$ cat config.mk
export PLATFORM = sky130hd
export DESIGN_NAME = mem_port_arbiter
export DESIGN_NICKNAME = d
export VERILOG_FILES = /design/src/rtl/tinker_mem_pkg.sv /design/src/rtl/mem_arb_rr.sv /design/src/rtl/mem_port_arbiter.sv
export SDC_FILE = /design/constraint.sdc
export NUM_CORES = 1
export LEC_CHECK = 0
export CORE_MARGIN = 8
export CORE_UTILIZATION = 25
export DETAILED_ROUTE_END_ITERATION = 10
export HOLD_SLACK_MARGIN = 0.03
export SKIP_CTS_REPAIR_TIMING = 1
export SYNTH_ARGS = -nofsm -noshare
export SYNTH_HDL_FRONTEND = slang
export SYNTH_SLANG_ARGS = --single-unit
export TNS_END_PERCENT = 100
$ cat constraint.sdc
create_clock -name clk -period 1.7 [get_ports clk]
set_input_delay 0.425 -clock clk [delete_from_list [all_inputs] [get_ports clk]]
set_output_delay 0.425 -clock clk [all_outputs]
set_load 0.01 [all_outputs]
$ cat src/rtl/tinker_mem_pkg.sv
// Shared types and constants for the RAM read/write port arbitration slice.
package tinker_mem_pkg;

    // Bytes per RAM word; addresses must be a multiple of this to be aligned.
    localparam int MEM_WORD_BYTES = 8;
    localparam int MEM_ALIGN_BITS = $clog2(MEM_WORD_BYTES);

    localparam int MEM_ADDR_W = 64;
    localparam int MEM_DATA_W = 64;

    typedef enum logic [1:0] {
        IDLE   = 2'd0,
        ACCESS = 2'd1,
        RESP   = 2'd2
    } arb_state_t;

    typedef struct packed {
        logic                  we;
        logic [MEM_ADDR_W-1:0] addr;
        logic [MEM_DATA_W-1:0] wdata;
    } mem_req_t;

endpackage

$ cat src/rtl/mem_arb_rr.sv
// Two-way round-robin grant: a lone requester wins outright, a tie goes to
// the master that was not granted last.
module mem_arb_rr (
    input  logic [1:0] req,
    input  logic       last_grant,
    output logic       gnt_idx,
    output logic       gnt_valid
);

    // Combinational grant selection.
    always_comb begin
        gnt_valid = |req;
        gnt_idx   = 1'b0;
        case (req)
            2'b10:   gnt_idx = 1'b1;
            2'b11:   gnt_idx = ~last_grant;
            default: gnt_idx = 1'b0;
        endcase
    end

endmodule

$ cat src/rtl/mem_port_arbiter.sv
// Arbitrates the RAM rw port between the CPU (master 0) and the loader/DMA
// path (master 1). Every transaction is one registered RAM access followed by
// a one-cycle response.
// Optional feature: define MEM_PORT_ARBITER_ALIGN_CHECK_EN to reject
// word-misaligned addresses without touching the RAM.
//
// state  | meaning
// -------+-----------------------------------------------------------
// IDLE   | no access in flight; sample requests, latch the winner
// ACCESS | rw_* driven from latched fields; RAM result captured at end
// RESP   | ack/rdata/err held for the granted master
module mem_port_arbiter
    import tinker_mem_pkg::*;
#(
    parameter int ADDR_W = 64,
    parameter int DATA_W = 64
) (
    input  logic              clk,
    input  logic              reset,

    input  logic              m0_req,
    input  logic              m0_we,
    input  logic [ADDR_W-1:0] m0_addr,
    input  logic [DATA_W-1:0] m0_wdata,
    output logic              m0_ack,
    output logic [DATA_W-1:0] m0_rdata,
    output logic              m0_err,

    input  logic              m1_req,
    input  logic              m1_we,
    input  logic [ADDR_W-1:0] m1_addr,
    input  logic [DATA_W-1:0] m1_wdata,
    output logic              m1_ack,
    output logic [DATA_W-1:0] m1_rdata,
    output logic              m1_err,

    output logic [ADDR_W-1:0] rw_addr,
    output logic [DATA_W-1:0] rw_data_in,
    output logic              rw_write_en,
    input  logic [DATA_W-1:0] rw_data_out,
    input  logic              rw_error,

    output logic              busy
);

    localparam logic [1:0] ST_IDLE   = IDLE;
    localparam logic [1:0] ST_ACCESS = ACCESS;
    localparam logic [1:0] ST_RESP   = RESP;

    logic [1:0]        state;
    logic              last_grant;
    logic              gnt_idx;
    logic              gnt_valid;

    logic              lat_idx;
    logic              lat_we;
    logic              lat_misalign;

    logic              sel_we;
    logic [ADDR_W-1:0] sel_addr;
    logic [DATA_W-1:0] sel_wdata;
    logic              sel_misalign;

    logic [DATA_W-1:0] resp_rdata;
    logic              resp_err;

    mem_arb_rr u_arb (
        .req        ({m1_req, m0_req}),
        .last_grant (last_grant),
        .gnt_idx    (gnt_idx),
        .gnt_valid  (gnt_valid)
    );

    // Mux the winning master's request fields.
    always_comb begin
        sel_we    = gnt_idx ? m1_we    : m0_we;
        sel_addr  = gnt_idx ? m1_addr  : m0_addr;
        sel_wdata = gnt_idx ? m1_wdata : m0_wdata;
    end

`ifdef MEM_PORT_ARBITER_ALIGN_CHECK_EN
    // A misaligned access never reaches the RAM and always reports an error.
    assign sel_misalign = |sel_addr[MEM_ALIGN_BITS-1:0];
    assign resp_err     = rw_error | lat_misalign;
`else
    assign sel_misalign = 1'b0;
    assign resp_err     = rw_error;
`endif

    // Writes and suppressed accesses return zero read data.
    assign resp_rdata = (lat_we || lat_misalign) ? '0 : rw_data_out;

    assign busy = (state != ST_IDLE);

    // Sequencer: grant and latch in IDLE, one RAM strobe in ACCESS, release in RESP.
    always_ff @(posedge clk or negedge reset) begin
        if (!reset) begin
            state        <= ST_IDLE;
            last_grant   <= 1'b1;
            lat_idx      <= 1'b0;
            lat_we       <= 1'b0;
            lat_misalign <= 1'b0;
            rw_addr      <= '0;
            rw_data_in   <= '0;
            rw_write_en  <= 1'b0;
        end else begin
            case (state)
                ST_IDLE: begin
                    if (gnt_valid) begin
                        state        <= ST_ACCESS;
                        last_grant   <= gnt_idx;
                        lat_idx      <= gnt_idx;
                        lat_we       <= sel_we;
                        lat_misalign <= sel_misalign;
                        rw_addr      <= sel_misalign ? '0 : sel_addr;
                        rw_data_in   <= sel_wdata;
                        rw_write_en  <= sel_we & ~sel_misalign;
                    end
                end
                ST_ACCESS: begin
                    state       <= ST_RESP;
                    rw_write_en <= 1'b0;
                end
                ST_RESP: begin
                    state <= ST_IDLE;
                end
                default: begin
                    state       <= ST_IDLE;
                    rw_write_en <= 1'b0;
                end
            endcase
        end
    end

    // Response registers: loaded at the end of ACCESS, cleared on return to IDLE.
    always_ff @(posedge clk or negedge reset) begin
        if (!reset) begin
            m0_ack   <= 1'b0;
            m0_rdata <= '0;
            m0_err   <= 1'b0;
            m1_ack   <= 1'b0;
            m1_rdata <= '0;
            m1_err   <= 1'b0;
        end else if (state == ST_ACCESS) begin
            if (lat_idx) begin
                m1_ack   <= 1'b1;
                m1_rdata <= resp_rdata;
                m1_err   <= resp_err;
            end else begin
                m0_ack   <= 1'b1;
                m0_rdata <= resp_rdata;
                m0_err   <= resp_err;
            end
        end else if (state == ST_RESP) begin
            m0_ack   <= 1'b0;
            m0_rdata <= '0;
            m0_err   <= 1'b0;
            m1_ack   <= 1'b0;
            m1_rdata <= '0;
            m1_err   <= 1'b0;
        end
    end

endmodule

After elaboration in Yosys (flattened, before gate mapping)
Cells that the tools add are included. Widths: inputs -> output; s select.

Flip-flop bits (word level): 266. Word-level logic and storage cells: 53.

Equal/unequal tests: 7. Multiplexer cells: 23. Bitwise logic cells: 2. Reductions and logical operators: 8.

Operators by type and width (number): $mux 64 (8); $mux 1 (11); $reduce_and 2->1 (4); $eq 2x2->1 const B (3); $ne 2x2->1 const B (3); $pmux 1 s2 (2); $pmux 2 s2 (1); $reduce_bool 2->1 (2); $eq 2x1->1 const B (1); $logic_not 2->1 (1); $mux 2 (1); $not 1->1 (2); $reduce_or 2->1 (1).

Logic depth before layout (Yosys ltp)
Word-level depth: 5. Depth in mapped cells: 5. Mapped depth without buffers: 3.

Cells and area by module
Synthesis repeated with hierarchy kept, for this count alone.

Cells, all modules: 889. Area, all modules: 11131.9 µm².

By module, submodules not included: mem_port_arbiter (times used 1, cells each 887, area an instance 11118.2 µm², sequential area each 6657.6 µm²); mem_arb_rr (times used 1, cells each 2, area an instance 13.8 µm², sequential area each 0.0 µm²).

Worst setup path before layout
No wires, ideal clock.

Path type: flip-flop to flip-flop. Start point: register last_grant. End point: register rw_addr[49]. Library setup time: 125 ps. Data arrival time: 1531 ps. Required time: 1575 ps. Slack: 44 ps. Stages on the path, launching flop included: 6. Path buffers: 2. Clock period less this slack: 1656 ps. Path through: dfstp_2 -> a21bo_2 -> buf_6 -> buf_6 -> mux2_2 -> mux2_2.

Longest elaborated chain between the ends: 3.

Ends and longest elaborated chain: start, declared (line mem_port_arbiter.sv:51) `logic last_grant;`; start signal, assigned (line mem_port_arbiter.sv:111) `last_grant <= gnt_idx;`; $not 1->1 (line mem_arb_rr.sv:16) `2'b11: gnt_idx = ~last_grant;`; $pmux 1 s2 (line mem_arb_rr.sv:14) `case (req)`; $mux 64 (line mem_port_arbiter.sv:77) `sel_addr = gnt_idx ? m1_addr : m0_addr;`; end signal, assigned (line mem_port_arbiter.sv:115) `rw_addr <= sel_misalign ? '0 : sel_addr;`; end, declared (line mem_port_arbiter.sv:37) `output logic [ADDR_W-1:0] rw_addr,`.

Every way passes these cells. A chain may end at the register's enable or synchronous reset.

Worst setup path in the final report
Start point: register last_grant. End point: register rw_addr[2].

The elaborated chain is that of the path after synthesis.

==> results.txt <==
The flow ran to the end, but the final reports show violations. The final reports fail on setup timing. The number of placed instances, taps included, is between 2000 and 2500. The core region is 0.0476 mm2.

The type of the most critical hold path is primary input to flop. The routed layout has a little over 9000 vias. The post-synthesis register bit count came out at between 200 and 300. The final clock skew is ~0.013 ns. Global routing finished with a remaining overflow of 0. At the pin with the least slew margin, the transition time is 0.348 ns.

The number of nets at the end of the flow came out at ~1800. The global router's overall resource usage is between 10% and 20%. For the worst setup path, the data required time is around 2.1 ns.

The peak clock frequency supported by timing came out at ~520 MHz. The clock sink count came out at 266. After detailed routing, the number of remaining DRC violations is 0. The number of vias per cell is about 4.4. CTS built an H-tree with a depth of 1. The share of layout cells above drive strength 1 is approximately 36%. The share of the Yosys chip area taken by registers is a little under three fifths. The final worst-path cycle share came out at 112%. The count of final setup violators came out at between 100 and 150. The critical path starts at last_grant. The largest driver fanout on the critical path is 6. Once the floorplan was initialized, standard cells occupied 25.2% of the core. The number of nets still failing antenna checks after routing is 0. The distinct cell type count of the synthesized netlist came out at 27. CTS placed an instance of sky130_fd_sc_hd__clkbuf_16 at the clock tree root.

The start-to-end type of the worst setup path is flop to flop. Summed over all nets, the half-perimeter wirelength after detailed placement is approximately 37000 um. The number of nets produced by synthesis came out at 1126.

The number of max-cap violations came out at 0. After filler insertion, the fill cell instance count of the layout stands at 4242. In this run, the number of DRC markers left after iteration 0 of detailed routing was 311. The power density of the placed cells came out at about 1700 mW/mm2.

Clock-pin slew was measured on the worst setup and hold paths at around 0.060 ns. The initial antenna violation count came out at 7. The arrival time reported for the critical path endpoint came out at between 2 and 2.5 ns. The detailed-route wire length per cell came out at 23.5 um. The setup TNS is -17.25 ns. The die outline area is ~0.055 mm2.

In the layout the commonest cells are 324 x sky130_fd_sc_hd__clkdlybuf4s50_1, 264 x sky130_fd_sc_hd__dfrtp_1, 263 x sky130_fd_sc_hd__dlymetal6s2s_1. The utilization after layout is a little under half. The synthesis warning total is 0. Setup repair after global routing could not meet its margin everywhere. The cell area after synthesis is 0.0120 mm2. The number of detailed-route iterations in the first pass is 4. The total count of max-transition violations in the final report is 0. The instance area at placement came out at 0.0192 mm2. The nature of the critical path endpoint is a flop.

The final standard cell area without fillers is approximately 0.022 mm2. The post-placement worst setup slack came out at -0.569 ns. The number of failing hold endpoints at the final stage came out at 0.

Routability-driven placement finished with a final weighted congestion of roughly 0.78. Buffers placed on the I/O ports in this run total just under 600. The clock buffer count from CTS is 31. The worst register-to-register path begins at last_grant. The number of placement rows is 80. The relative max-transition margin came out at 76.8%. The worst supply voltage drop on vdd is about 1000 uV. Summed over all cells, the static leakage comes to between 10 and 15 nW. The worst-case register-to-register setup slack came out at -0.21 ns. Counting I/O delays and the setup requirement, the final critical path takes around 1.9 ns. The die is ~240 um wide. The finished layout holds ~2100 standard cells, fillers aside.

The buffer depth of the longest clock path came out at 3. The cell count after synthesis is roughly 800. The library cell used most frequently in the layout, excluding fill and tap cells, is sky130_fd_sc_hd__clkdlybuf4s50_1. From synthesis to final layout, the design area changed by 85.5%. The final worst-path setup slack came out at -0.205 ns.

The worst setup path is launched from a flop. The detailed-route wire length came out at 49700 um. Each instance of the synthesized netlist takes up on average between 15 and 20 um2. TritonCTS built the clock tree. The largest net degree at the start of global routing came out at 65.

The global-route wire length before repair came out at 67200 um. The clock reaches the later pin of the worst-skew pair after approximately 0.56 ns. The startpoint of the most critical hold path is m0_req. The number of placed I/O pins is around 590. The number of global-route vias before repair came out at slightly below 10000. The vertical extent of the die came out at 235 um.
[through the flow]
stage	hold WS (ns)	total power, W
final	0.230	0.0381
after global routing	0.230	0.0400
after CTS	-0.282	0.0369
after detailed placement	0.341	0.0303
after global placement	0.336	0.0301
after floorplan	0.129	0.0194
[state kept, by name, summed over array words and instances, names as in the netlist]
register	flops
rw_data_in	64
lat_idx	1
m0_rdata	64
m0_ack	1
m1_err	1
m0_err	1
rw_addr	64
last_grant	1
m1_ack	1
lat_we	1
m1_rdata	64
state	2
rw_write_en	1
[kinds of logic after synthesis]
group,share of synthesized area (%)
AO/OA/AOI/OAI,0.989
buffers and inverters,3.50
flip-flops,55.4
multiplexers,36.1
AND/OR/NAND/NOR,3.98
[metal layers]
layer | global-route usage (%) | up-vias | routed length [um]
met5 | 0 | - | 69
met1 | 16.5 | 4664 | 18500
li1 | - | 4201 | -
met2 | 29.6 | 329 | 25800
met4 | 3.35 | 12 | 1230
met3 | 6.21 | 70 | 4060
[worst paths after layout]
kind,end,cells past startpoint
worst min register to register,m1_rdata[40],1
max in group asynchronous,rw_addr[31],4
worst max-delay path,rw_addr[2],5
worst max register to register,rw_addr[2],5
worst min-delay path,last_grant,2
min in group asynchronous,rw_addr[3],2
[cells in the mapped netlist, drive strengths merged]
| cell type | n | area share [%] |
|---|---|---|
| dfstp | 1 | 0.22 |
| buf | 42 | 3.2 |
| clkbuf | 7 | 0.22 |
| o31ai | 1 | 0.062 |
| mux2i | 2 | 0.17 |
| a21bo | 1 | 0.083 |
| nand2b | 2 | 0.10 |
| dfrtp | 265 | 55 |
| mux2 | 384 | 36 |
| a31oi | 1 | 0.052 |
| nor2 | 3 | 0.094 |
| inv | 4 | 0.12 |
| and2 | 64 | 3.3 |
| o22ai | 1 | 0.052 |
| nor3b | 1 | 0.10 |
| a22o | 1 | 0.073 |
| a21oi | 3 | 0.12 |
| nor3 | 1 | 0.083 |
| a32o | 2 | 0.17 |
| nand2 | 5 | 0.16 |
| o21ai | 6 | 0.37 |
| nor2b | 2 | 0.10 |
[worst max-delay path, stage by stage (launching register included)]
cell,delay [ns]
sky130_fd_sc_hd__dfstp_2,0.57
sky130_fd_sc_hd__a21bo_4,0.27
sky130_fd_sc_hd__buf_12,0.20
sky130_fd_sc_hd__clkbuf_16,0.17
sky130_fd_sc_hd__mux2_4,0.30
sky130_fd_sc_hd__mux2_4,0.25
[final cells by class]
| cell class | instances | area [um2] | area share [%] |
|---|---|---|---|
| timing repair buffer | 700 | 8120 | 36.4 |
| sequential | 266 | 6660 | 29.9 |
| multi-input combinational | 481 | 5790 | 26.0 |
| clock buffer | 46 | 882 | 3.96 |
| tap | 615 | 769 | 3.45 |
| clock inverter | 7 | 60.1 | 0.269 |
| inverter | 4 | 15.0 | 0.0673 |
| antenna | 1 | 2.50 | 0.0112 |
[report_power, final]
part / internal [W] / switching (W)
Clock: 0.00368 / 0.00260
Combinational: 0.0124 / 0.00826
Sequential: 0.00957 / 0.00163
(Power assumes the default switching activity.)
